<file path="config.mk">
export PLATFORM = sky130hd
export DESIGN_NAME = e203_exu_rf_wbarb
export DESIGN_NICKNAME = d
export VERILOG_FILES = /design/src/rtl/e203_exu_rf_wbarb.sv
export SDC_FILE = /design/constraint.sdc
export NUM_CORES = 1
export LEC_CHECK = 0
export CORE_ASPECT_RATIO = 0.8
export CORE_UTILIZATION = 23
export DETAILED_ROUTE_END_ITERATION = 7
export PLACE_DENSITY = 0.81
export SLEW_MARGIN = 20
export SYNTH_ARGS = -nofsm -noshare
export SYNTH_HDL_FRONTEND = slang
export SYNTH_SLANG_ARGS = --single-unit
</file>
<file path="constraint.sdc">
create_clock -name clk -period 2.1 [get_ports clk]
set_clock_uncertainty 0.1 [all_clocks]
set_input_delay 0.525 -clock clk [delete_from_list [all_inputs] [get_ports clk]]
set_output_delay 0.525 -clock clk [all_outputs]
set_load 0.1 [all_outputs]
</file>
<file path="src/rtl/e203_exu_rf_wbarb.sv">
// Regfile writeback arbiter: ALU vs long-pipe, with ALU anti-starvation and an
// optional pending-write scoreboard built when E203_WBARB_SCOREBOARD_EN is defined.
module e203_exu_rf_wbarb #(
  parameter int XLEN       = 32,
  parameter int RFIDX_W    = 5,
  parameter int STARVE_LIM = 3
)(
  input  logic               clk,
  input  logic               rst_n,
  input  logic               alu_wbck_i_valid,
  output logic               alu_wbck_i_ready,
  input  logic [XLEN-1:0]    alu_wbck_i_wdat,
  input  logic [RFIDX_W-1:0] alu_wbck_i_rdidx,
  input  logic               longp_wbck_i_valid,
  output logic               longp_wbck_i_ready,
  input  logic [XLEN-1:0]    longp_wbck_i_wdat,
  input  logic [RFIDX_W-1:0] longp_wbck_i_rdidx,
  output logic               rf_wbck_o_ena,
  output logic [XLEN-1:0]    rf_wbck_o_wdat,
  output logic [RFIDX_W-1:0] rf_wbck_o_rdidx,
  input  logic               disp_set_valid,
  input  logic [RFIDX_W-1:0] disp_set_idx,
  input  logic [RFIDX_W-1:0] dep_chk_idx1,
  input  logic [RFIDX_W-1:0] dep_chk_idx2,
  output logic               dep_hazard
);

  typedef struct packed {
    logic [RFIDX_W-1:0] rdidx;
    logic [XLEN-1:0]    wdat;
  } wb_t;

  localparam int CW = (STARVE_LIM < 1) ? 1 : $clog2(STARVE_LIM + 1);

  logic [CW-1:0] starve_cnt;
  logic          conflict, starved, alu_win, longp_win;
  wb_t           grant;

  // Long-pipe normally wins a conflict; a starved ALU takes one grant back.
  assign conflict  = alu_wbck_i_valid & longp_wbck_i_valid;
  assign starved   = (starve_cnt == CW'(STARVE_LIM));
  assign alu_win   = alu_wbck_i_valid & (~longp_wbck_i_valid | starved);
  assign longp_win = longp_wbck_i_valid & ~alu_win;

  assign alu_wbck_i_ready   = alu_win;
  assign longp_wbck_i_ready = longp_win;

  always_comb begin
    grant = '0;
    if (alu_win)        grant = '{rdidx: alu_wbck_i_rdidx,   wdat: alu_wbck_i_wdat};
    else if (longp_win) grant = '{rdidx: longp_wbck_i_rdidx, wdat: longp_wbck_i_wdat};
  end

  // x0 writes are still acknowledged, they just never reach the regfile.
  assign rf_wbck_o_ena   = (alu_win | longp_win) & (grant.rdidx != '0);
  assign rf_wbck_o_wdat  = grant.wdat;
  assign rf_wbck_o_rdidx = grant.rdidx;

  always_ff @(posedge clk or negedge rst_n) begin
    if (!rst_n)                   starve_cnt <= '0;
    else if (alu_win)             starve_cnt <= '0;
    else if (conflict && !starved) starve_cnt <= starve_cnt + CW'(1);
  end

`ifdef E203_WBARB_SCOREBOARD_EN
  localparam int NREG = 1 << RFIDX_W;

  logic [NREG-1:1] pend_q, pend_nxt;
  logic [NREG-1:0] pending;

  assign pending = {pend_q, 1'b0};

  // Set is applied after clear so a same-index dispatch keeps the bit pending.
  always_comb begin
    pend_nxt = pend_q;
    for (int i = 1; i < NREG; i++) begin
      if (longp_win && longp_wbck_i_rdidx == RFIDX_W'(i)) pend_nxt[i] = 1'b0;
      if (disp_set_valid && disp_set_idx == RFIDX_W'(i))  pend_nxt[i] = 1'b1;
    end
  end

  always_ff @(posedge clk or negedge rst_n) begin
    if (!rst_n) pend_q <= '0;
    else        pend_q <= pend_nxt;
  end

  assign dep_hazard = pending[dep_chk_idx1] | pending[dep_chk_idx2];
`else
  logic unused_scb;
  assign unused_scb = ^{disp_set_valid, disp_set_idx, dep_chk_idx1, dep_chk_idx2};
  assign dep_hazard = 1'b0;
`endif

endmodule
</file>
==> results by group, run 1 <==
Timing
  • Min Tclk post-route: 2350 ps
  • Count of final max-slew check failures: 0
  • Final setup vio count: 39
  • Fraction of the cycle the final worst path needs: 1.12
  • Peak Freq: 426 MHz
  • RSZ-0062 raised after global routing: true
  • Final Worst Setup Slack: -248 ps
  • Number of hold-slack violations in the final timing report: 0

Synth
  • Proportion of synthesized flip-flops having asynchronous set or reset: 1.00
  • Primary FF master, synth: sky130_fd_sc_hd__dfrtp_1
  • Warnings, synthesis: 0
  • Netlist area before placement: 882 sq um
  • Dominant cells by area after synthesis: sky130_fd_sc_hd__o21ai_2 29%, sky130_fd_sc_hd__nand3_1 19%, sky130_fd_sc_hd__nand2_1 15%
  • Synthesized instance count: 143
  • Fraction of post-synthesis cell area in the top cell type by area: 0.288
  • Top cells by instance count after synthesis: 35 x sky130_fd_sc_hd__nand2_1, 34 x sky130_fd_sc_hd__nand3_1, 29 x sky130_fd_sc_hd__o21ai_2, 11 x sky130_fd_sc_hd__clkbuf_1, 5 x sky130_fd_sc_hd__o21ai_1
  • Unique cell type count in the Yosys netlist: 23
  • Share of the synthesized area in compound gates (AO/OA/AOI/OAI): 0.372
  • Proportion of synthesized chip area in sequential cells: 0.0567
  • Arithmetic-cell share of the synthesized area counting full adders, half adders and majority gates: 0.0142
  • Post-synthesis cell type with the largest combined area: sky130_fd_sc_hd__o21ai_2
  • Net Count, Synth: 238
  • Main combinational cell family by area after synthesis: simple AND/OR/NAND/NOR gates
  • Number of enable flip-flop cells after synthesis: 0
  • Most common cell in the netlist: sky130_fd_sc_hd__nand2_1
  • Share of synthesized area spent on multiplexers: 0.0128
  • Simple-Gate Fraction of Synth Area: 0.384
  • Fraction of synthesized cell area in xor and xnor cells: 0
  • Post-Synthesis Mean Instance Area: 6.17 sq um
  • Synthesized flop and latch total: 2

Outcome
  • Run status: finished, violations left
  • Violated checks: DRC, setup timing

Final layout
  • Antenna diodes: 0
  • Largest registers: starve_cnt: 2 flops
  • Reg with most FFs: starve_cnt
  • Net count, final: 365
  • Area overhead of the layout relative to synthesis: 249%
  • Proportion of layout cells with a drive suffix above 1: 0.455
  • Flip-flop count of the largest register after layout: 2

CTS
  • Clock-pin slew on the worst setup and hold paths: 30 ps
  • Number of buffers added by the clock tree synthesis step: 3
  • TritonCTS clock tree: built
  • Maximum root-to-sink buffer count: 2
  • Clock latency reported for the late side of the worst-skew pair: 210 ps
  • CTS HTree Levels: 1
  • Library cell used as clock root buffer: sky130_fd_sc_hd__clkbuf_8
  • Clock tree sinks: 2

Critical path
  • Worst Setup Start Kind: flip-flop
  • Biggest fanout along the worst timing path: 7
  • Kind of end point of the critical path: output port
  • Launch point of the worst path: starve_cnt[1]
  • Origin of the critical flop-to-flop path: starve_cnt[1]
  • Register-to-register setup slack: 620 ps
  • Length in cells of the worst reg-to-reg path: 6
  • End of the worst register-to-register path: starve_cnt[0]
  • Required arrival time at the worst endpoint: 1470 ps
  • Crit path kind: flip-flop to output port
  • Data arrival at the endpoint of the critical path: 1720 ps

Route
  • Remaining routing DRC violations: 10
  • Routed len/inst: 16.2 microns
  • WL final: 5.02 mm
  • First-pass iteration count of the detailed router: 8
  • Via Count: 1569
  • Drt via density: 5.06
  • Remaining number of nets flagged by the antenna check after routing: 0
  • DRT iter0 DRCs: 39

Placement
  • Final RePlAce weighted congestion: 0.750
  • Placement-stage worst setup slack: -493 ps
  • IO buf count: 117
  • Final HPWL from detailed placement: 3.76 mm

Pwr
  • Power density over the cells: 523 nW/um^2
  • Static leakage: 0.00122 uW
  • Power, Total: 1610 uW
  • Max VDD drop: 0.000315 V

GRT
  • Pin count of the biggest net entering global routing: 19
  • Wire length of the first global-routing pass: 7.76 mm
  • Antenna violations before repair: 0
  • All-Layer GR Usage: 0.240
  • Vias in the first global route: 1684
  • Total gr overflow: 0

Floorplan
  • Die Footprint: 4090 sq um
  • Die X-Extent: 71.2 microns
  • Standard-cell row count: 19
  • Number of top-level design ports: 135
  • DIE HEIGHT: 57.4 microns
  • CORE AREA: 3540 sq um
  • Starting density of the core: 0.249

Job
  • Total of max-cap violations: 0

Hold path
  • Type of the most critical hold path: primary input to async pin
power by group:
group	switching, uW	internal (uW)	total [uW]
sequential	5.51	47.5	53.0
clock	28.3	121	149
combinational	830	579	1410
total	864	748	1610
worst max-delay path by stage:
stage	endpoint	slack (ps)	cells past startpoint
5_1_grt	rf_wbck_o_ena	-320	6
2_1_floorplan	rf_wbck_o_ena	-780	4
3_3_place_gp	alu_wbck_i_ready	-470	5
3_5_place_dp	rf_wbck_o_ena	-490	6
6_report	rf_wbck_o_ena	-250	6
4_1_cts	rf_wbck_o_ena	-180	6
layout make-up:
type | instances | area, sq um
clock buffer | 3 | 41.3
fill | 184 | 462
multi-input combinational | 118 | 1050
tap | 42 | 52.6
inverter | 4 | 15.0
timing repair buffer | 141 | 1870
sequential | 2 | 50.0
timing repair:
action                                  CTS  global route
pin swaps                                 5             3
hold buffers                              0             0
setup buffers                             0             2
gates resized for setup                  25             6
endpoints found under the setup margin   40            40
gates cloned                              2             1
worst max-delay path, cell delays in order, from the launching register on:
cell	delay (ps)
sky130_fd_sc_hd__dfrtp_1	380
sky130_fd_sc_hd__ha_2	190
sky130_fd_sc_hd__nand2b_4	140
sky130_fd_sc_hd__buf_6	150
sky130_fd_sc_hd__a32oi_1	240
sky130_fd_sc_hd__nand4_1	190
sky130_fd_sc_hd__buf_12	220
placed cells by master, fill, tap and decap left out, types with 2 or more instances in the layout:
| master | count |
|---|---|
| sky130_fd_sc_hd__buf_16 | 2 |
| sky130_fd_sc_hd__o21ai_4 | 34 |
| sky130_fd_sc_hd__clkbuf_8 | 3 |
| sky130_fd_sc_hd__buf_6 | 5 |
| sky130_fd_sc_hd__clkdlybuf4s50_1 | 71 |
| sky130_fd_sc_hd__buf_12 | 44 |
| sky130_fd_sc_hd__a32oi_2 | 3 |
| sky130_fd_sc_hd__dfrtp_1 | 2 |
| sky130_fd_sc_hd__nand2_1 | 35 |
| sky130_fd_sc_hd__dlygate4sd2_1 | 4 |
| sky130_fd_sc_hd__or2_2 | 2 |
| sky130_fd_sc_hd__nand3_1 | 26 |
| sky130_fd_sc_hd__buf_4 | 12 |
| sky130_fd_sc_hd__nand3_2 | 8 |
| sky130_fd_sc_hd__inv_1 | 3 |
metrics by stage:
| stage | util | cells | TNS (ps) | area (sq um) | hold slack [ps] |
|---|---|---|---|---|---|
| after CTS | 0.855 | 307 | -5700 | 3030 | 391 |
| after detailed placement | 0.809 | 302 | -16980 | 2860 | 436 |
| after global placement | 0.809 | 302 | -16360 | 2860 | 423 |
| after floorplan | - | 143 | -13740 | 1220 | 129 |
| after global routing | 0.870 | 310 | -8190 | 3080 | 400 |
| final | 0.870 | 310 | -6320 | 3080 | 392 |
per-layer routing:
metal / share of wire / GRT usage
met5: 0 / 0
met4: 0.0076 / 0.0543
met3: 0.088 / 0.0477
met2: 0.54 / 0.468
met1: 0.36 / 0.267
cell families (layout without fill, tap and decap cells):
kind of cell,Yosys count,in the layout
and+or+nand+nor,75,75
other,1,1
DFF,2,2
adders and majority gates,1,1
muxes,1,1
AOI/OAI and AO/OA,40,40
buffers and inverters,23,148
No activity file was read; power rests on OpenSTA's default activity.
==> run 2, diff against run 1 <==
- CTS_CLUSTER_DIAMETER: default -> 80
- clock period: 2.1 -> 2.7 ns (I/O delays scaled with it)
==> results by group, run 2 (synthesis results as in run 1) <==
Outcome
  • Run status: finished, violations left
  • Violated checks: DRC

Pwr
  • Cell internal pwr: 546 uW (-27%)
  • Power, Total: 1200 uW (-26%)
  • Combinational share of power: 0.869 (-0.006)
  • Power density over the cells: 411 nW/um^2 (-21%)
  • Clock power frac: 0.097 (+0.004)
  • Static leakage: 0.00118 uW (-3.8%)
  • Switching part of the total power: 0.545 (+0.00852)
  • Max VDD drop: 0.000251 V (-20%)
  • Part of the power in registers: 0.034 (about the same)
  • Sw Pwr: 653 uW (-24%)

Final layout
  • Reg with most FFs: starve_cnt
  • Most common library cell in the layout ignoring fill and taps: sky130_fd_sc_hd__clkdlybuf4s50_1
  • Multi-input gate area: 1020 sq um (-2.9%)
  • Final core occ: 0.824 (-0.0459)
  • Largest registers: starve_cnt: 2 flops
  • Net count, final: 358 (-1.9%)
  • Flip-flop count of the largest register after layout: 2 (unchanged)
  • Proportion of layout cells with a drive suffix above 1: 0.402 (-0.0529)
  • Area overhead of the layout relative to synthesis: 231%
  • Antenna diodes: 0 (unchanged)
  • Area taken by flip-flops and latches: 50.0 sq um (unchanged)
  • Number of inserted filler cells in the final layout: 210 (+14%)
  • Fin cells: 303 (-2.3%)
  • Commonest cells after routing, fill and taps aside: 71 x sky130_fd_sc_hd__clkdlybuf4s50_1, 43 x sky130_fd_sc_hd__buf_12, 35 x sky130_fd_sc_hd__nand2_1

Critical path
  • Worst Setup Start Kind: flip-flop
  • Required arrival time at the worst endpoint: 1920 ps (+450 ps)
  • Crit path kind: flip-flop to output port
  • Biggest fanout along the worst timing path: 5 (-2)
  • Data arrival at the endpoint of the critical path: 1840 ps (+120 ps)
  • Kind of end point of the critical path: output port

Route
  • First-pass iteration count of the detailed router: 8 (unchanged)
  • Routed len/inst: 14.8 microns (-8.8%)
  • Met1 Wirelength: 1.69 mm (-7.4%)
  • Remaining number of nets flagged by the antenna check after routing: 0 (unchanged)
  • Via Count: 1534 (-2.2%)
  • Drt via density: 5.06 (about the same)
  • Uppermost layer routed: met4
  • Remaining routing DRC violations: 10 (unchanged)
  • DRT iter0 DRCs: 51 (+31%)
  • Routed length on met2: 2.28 mm (-16%)
  • WL final: 4.47 mm (-11%)
  • Met3 wire len: 449 microns (+2.0%)

Placement
  • Placed instance count: 299 (-0.99%)
  • IO buf count: 117 (unchanged)
  • Final RePlAce weighted congestion: 0.713 (-4.9%)
  • Placement-stage worst setup slack: -270 ps (+223 ps)
  • Final HPWL from detailed placement: 3.59 mm (-4.6%)

Timing
  • RSZ-0062 raised after global routing: false
  • Peak Freq: 382 MHz
  • Final Worst Setup Slack: 82.3 ps (+330 ps)
  • Number of hold-slack violations in the final timing report: 0 (unchanged)
  • Final setup vio count: 0 (-100%)
  • Min Tclk post-route: 2620 ps
  • Count of final max-slew check failures: 0 (unchanged)
  • Worst hold margin: 440 ps (+47.4 ps)
  • Fraction of the cycle the final worst path needs: 0.970

CTS
  • CTS HTree Levels: 1 (unchanged)
  • Clock latency reported for the late side of the worst-skew pair: 210 ps (about the same)
  • Clock-pin slew on the worst setup and hold paths: 30 ps (about the same)
  • Clock tree sinks: 2 (unchanged)
  • Maximum root-to-sink buffer count: 2 (unchanged)
  • TritonCTS clock tree: built
  • Number of buffers added by the clock tree synthesis step: 3 (unchanged)
  • Library cell used as clock root buffer: sky130_fd_sc_hd__clkbuf_8

GRT
  • Total gr overflow: 0 (unchanged)
  • All-Layer GR Usage: 0.221 (-0.0190)
  • Wire length of the first global-routing pass: 7.10 mm (-8.4%)
  • Antenna violations before repair: 0 (unchanged)
  • Vias in the first global route: 1558 (-7.5%)
  • Pin count of the biggest net entering global routing: 29 (+10)

Floorplan
  • Number of top-level design ports: 135 (unchanged)
  • CORE AREA: 3540 sq um (unchanged)
  • Standard-cell row count: 19 (unchanged)
  • Starting density of the core: 0.249 (unchanged)
  • Die X-Extent: 71.2 microns (unchanged)
  • DIE HEIGHT: 57.4 microns (unchanged)
  • Die Footprint: 4090 sq um (unchanged)

Hold path
  • Type of the most critical hold path: flip-flop to flip-flop

Job
  • Total of max-cap violations: 0 (unchanged)
-- run 2: changes by cell type in the layout (fill, tap and decap cells not counted), moves of 2 or more --
cell / change
sky130_fd_sc_hd__buf_4: +2
sky130_fd_sc_hd__dlygate4sd2_1: -2
sky130_fd_sc_hd__nand3_1: +8
sky130_fd_sc_hd__or2_4: +2
sky130_fd_sc_hd__nand3_2: -8
sky130_fd_sc_hd__buf_6: -5
sky130_fd_sc_hd__dlymetal6s2s_1: +3
sky130_fd_sc_hd__buf_16: -2
sky130_fd_sc_hd__or2_2: -2
-- run 2: layout make-up --
type | count | share of cell area
Timing Repair Buffer | 134 | 0.595
Sequential cell | 2 | 0.0172
Multi-Input combinational cell | 118 | 0.350
Tap cell | 42 | 0.0180
Inverter | 4 | 0.00515
Clock buffer | 3 | 0.0142
-- run 2: final timing paths --
path	startpoint	endpoint	slack (ps)	depth (start not counted)
max in group asynchronous	rst_n	starve_cnt[0]	1840	1
setup / recovery	starve_cnt[0]	rf_wbck_o_ena	80	6
min in group asynchronous	rst_n	starve_cnt[1]	540	1
hold reg to reg	starve_cnt[1]	starve_cnt[1]	440	2
setup reg to reg	starve_cnt[0]	starve_cnt[0]	1170	6
hold / removal	starve_cnt[1]	starve_cnt[1]	440	2
-- run 2: worst max-delay path, stage by stage (launching register included) --
cell	delay (ps)
sky130_fd_sc_hd__dfrtp_1	380
sky130_fd_sc_hd__ha_1	250
sky130_fd_sc_hd__nand2b_4	170
sky130_fd_sc_hd__buf_4	160
sky130_fd_sc_hd__a32oi_2	260
sky130_fd_sc_hd__nand4_1	190
sky130_fd_sc_hd__buf_12	210
-- run 2: stage by stage --
step	cell area, sq um	setup TNS (ps)
2_1_floorplan	1230	-2320
3_5_place_dp	2830	-6810
6_report	2920	0
4_1_cts	2890	0
5_1_grt	2920	0
3_3_place_gp	2830	-4230
-- run 2: what timing repair did --
action,4_1_cts,5_1_grt
hold buffers,0,0
endpoints found under the setup margin,39,9
pin swaps,2,2
buffers inserted,1,0
resized for setup,7,8
-- run 2: power groups by stage --
| stage | clock [uW] | combinational, uW | sequential (uW) |
|---|---|---|---|
| finish | 116 | 1040 | 41.3 |
| global route | 121 | 1080 | 42.1 |
| CTS | 120 | 1040 | 41.2 |
| detailed placement | 0 | 1030 | 41.4 |
| global placement | 0 | 1020 | 41.1 |
| floorplan | 0 | 647 | 40.5 |
-- run 2: per-layer routing --
layer,GRT usage,vias to the layer above
li1,-,731
met1,0.253,715
met2,0.410,84
met3,0.0512,4
met4,0.0629,0
met5,0,-
==> run 3, diff against run 2 <==
- CAP_MARGIN: default -> 20
==> results of run 3 <==
No change in the layout: final DEF, timing and power equal those of run 2.
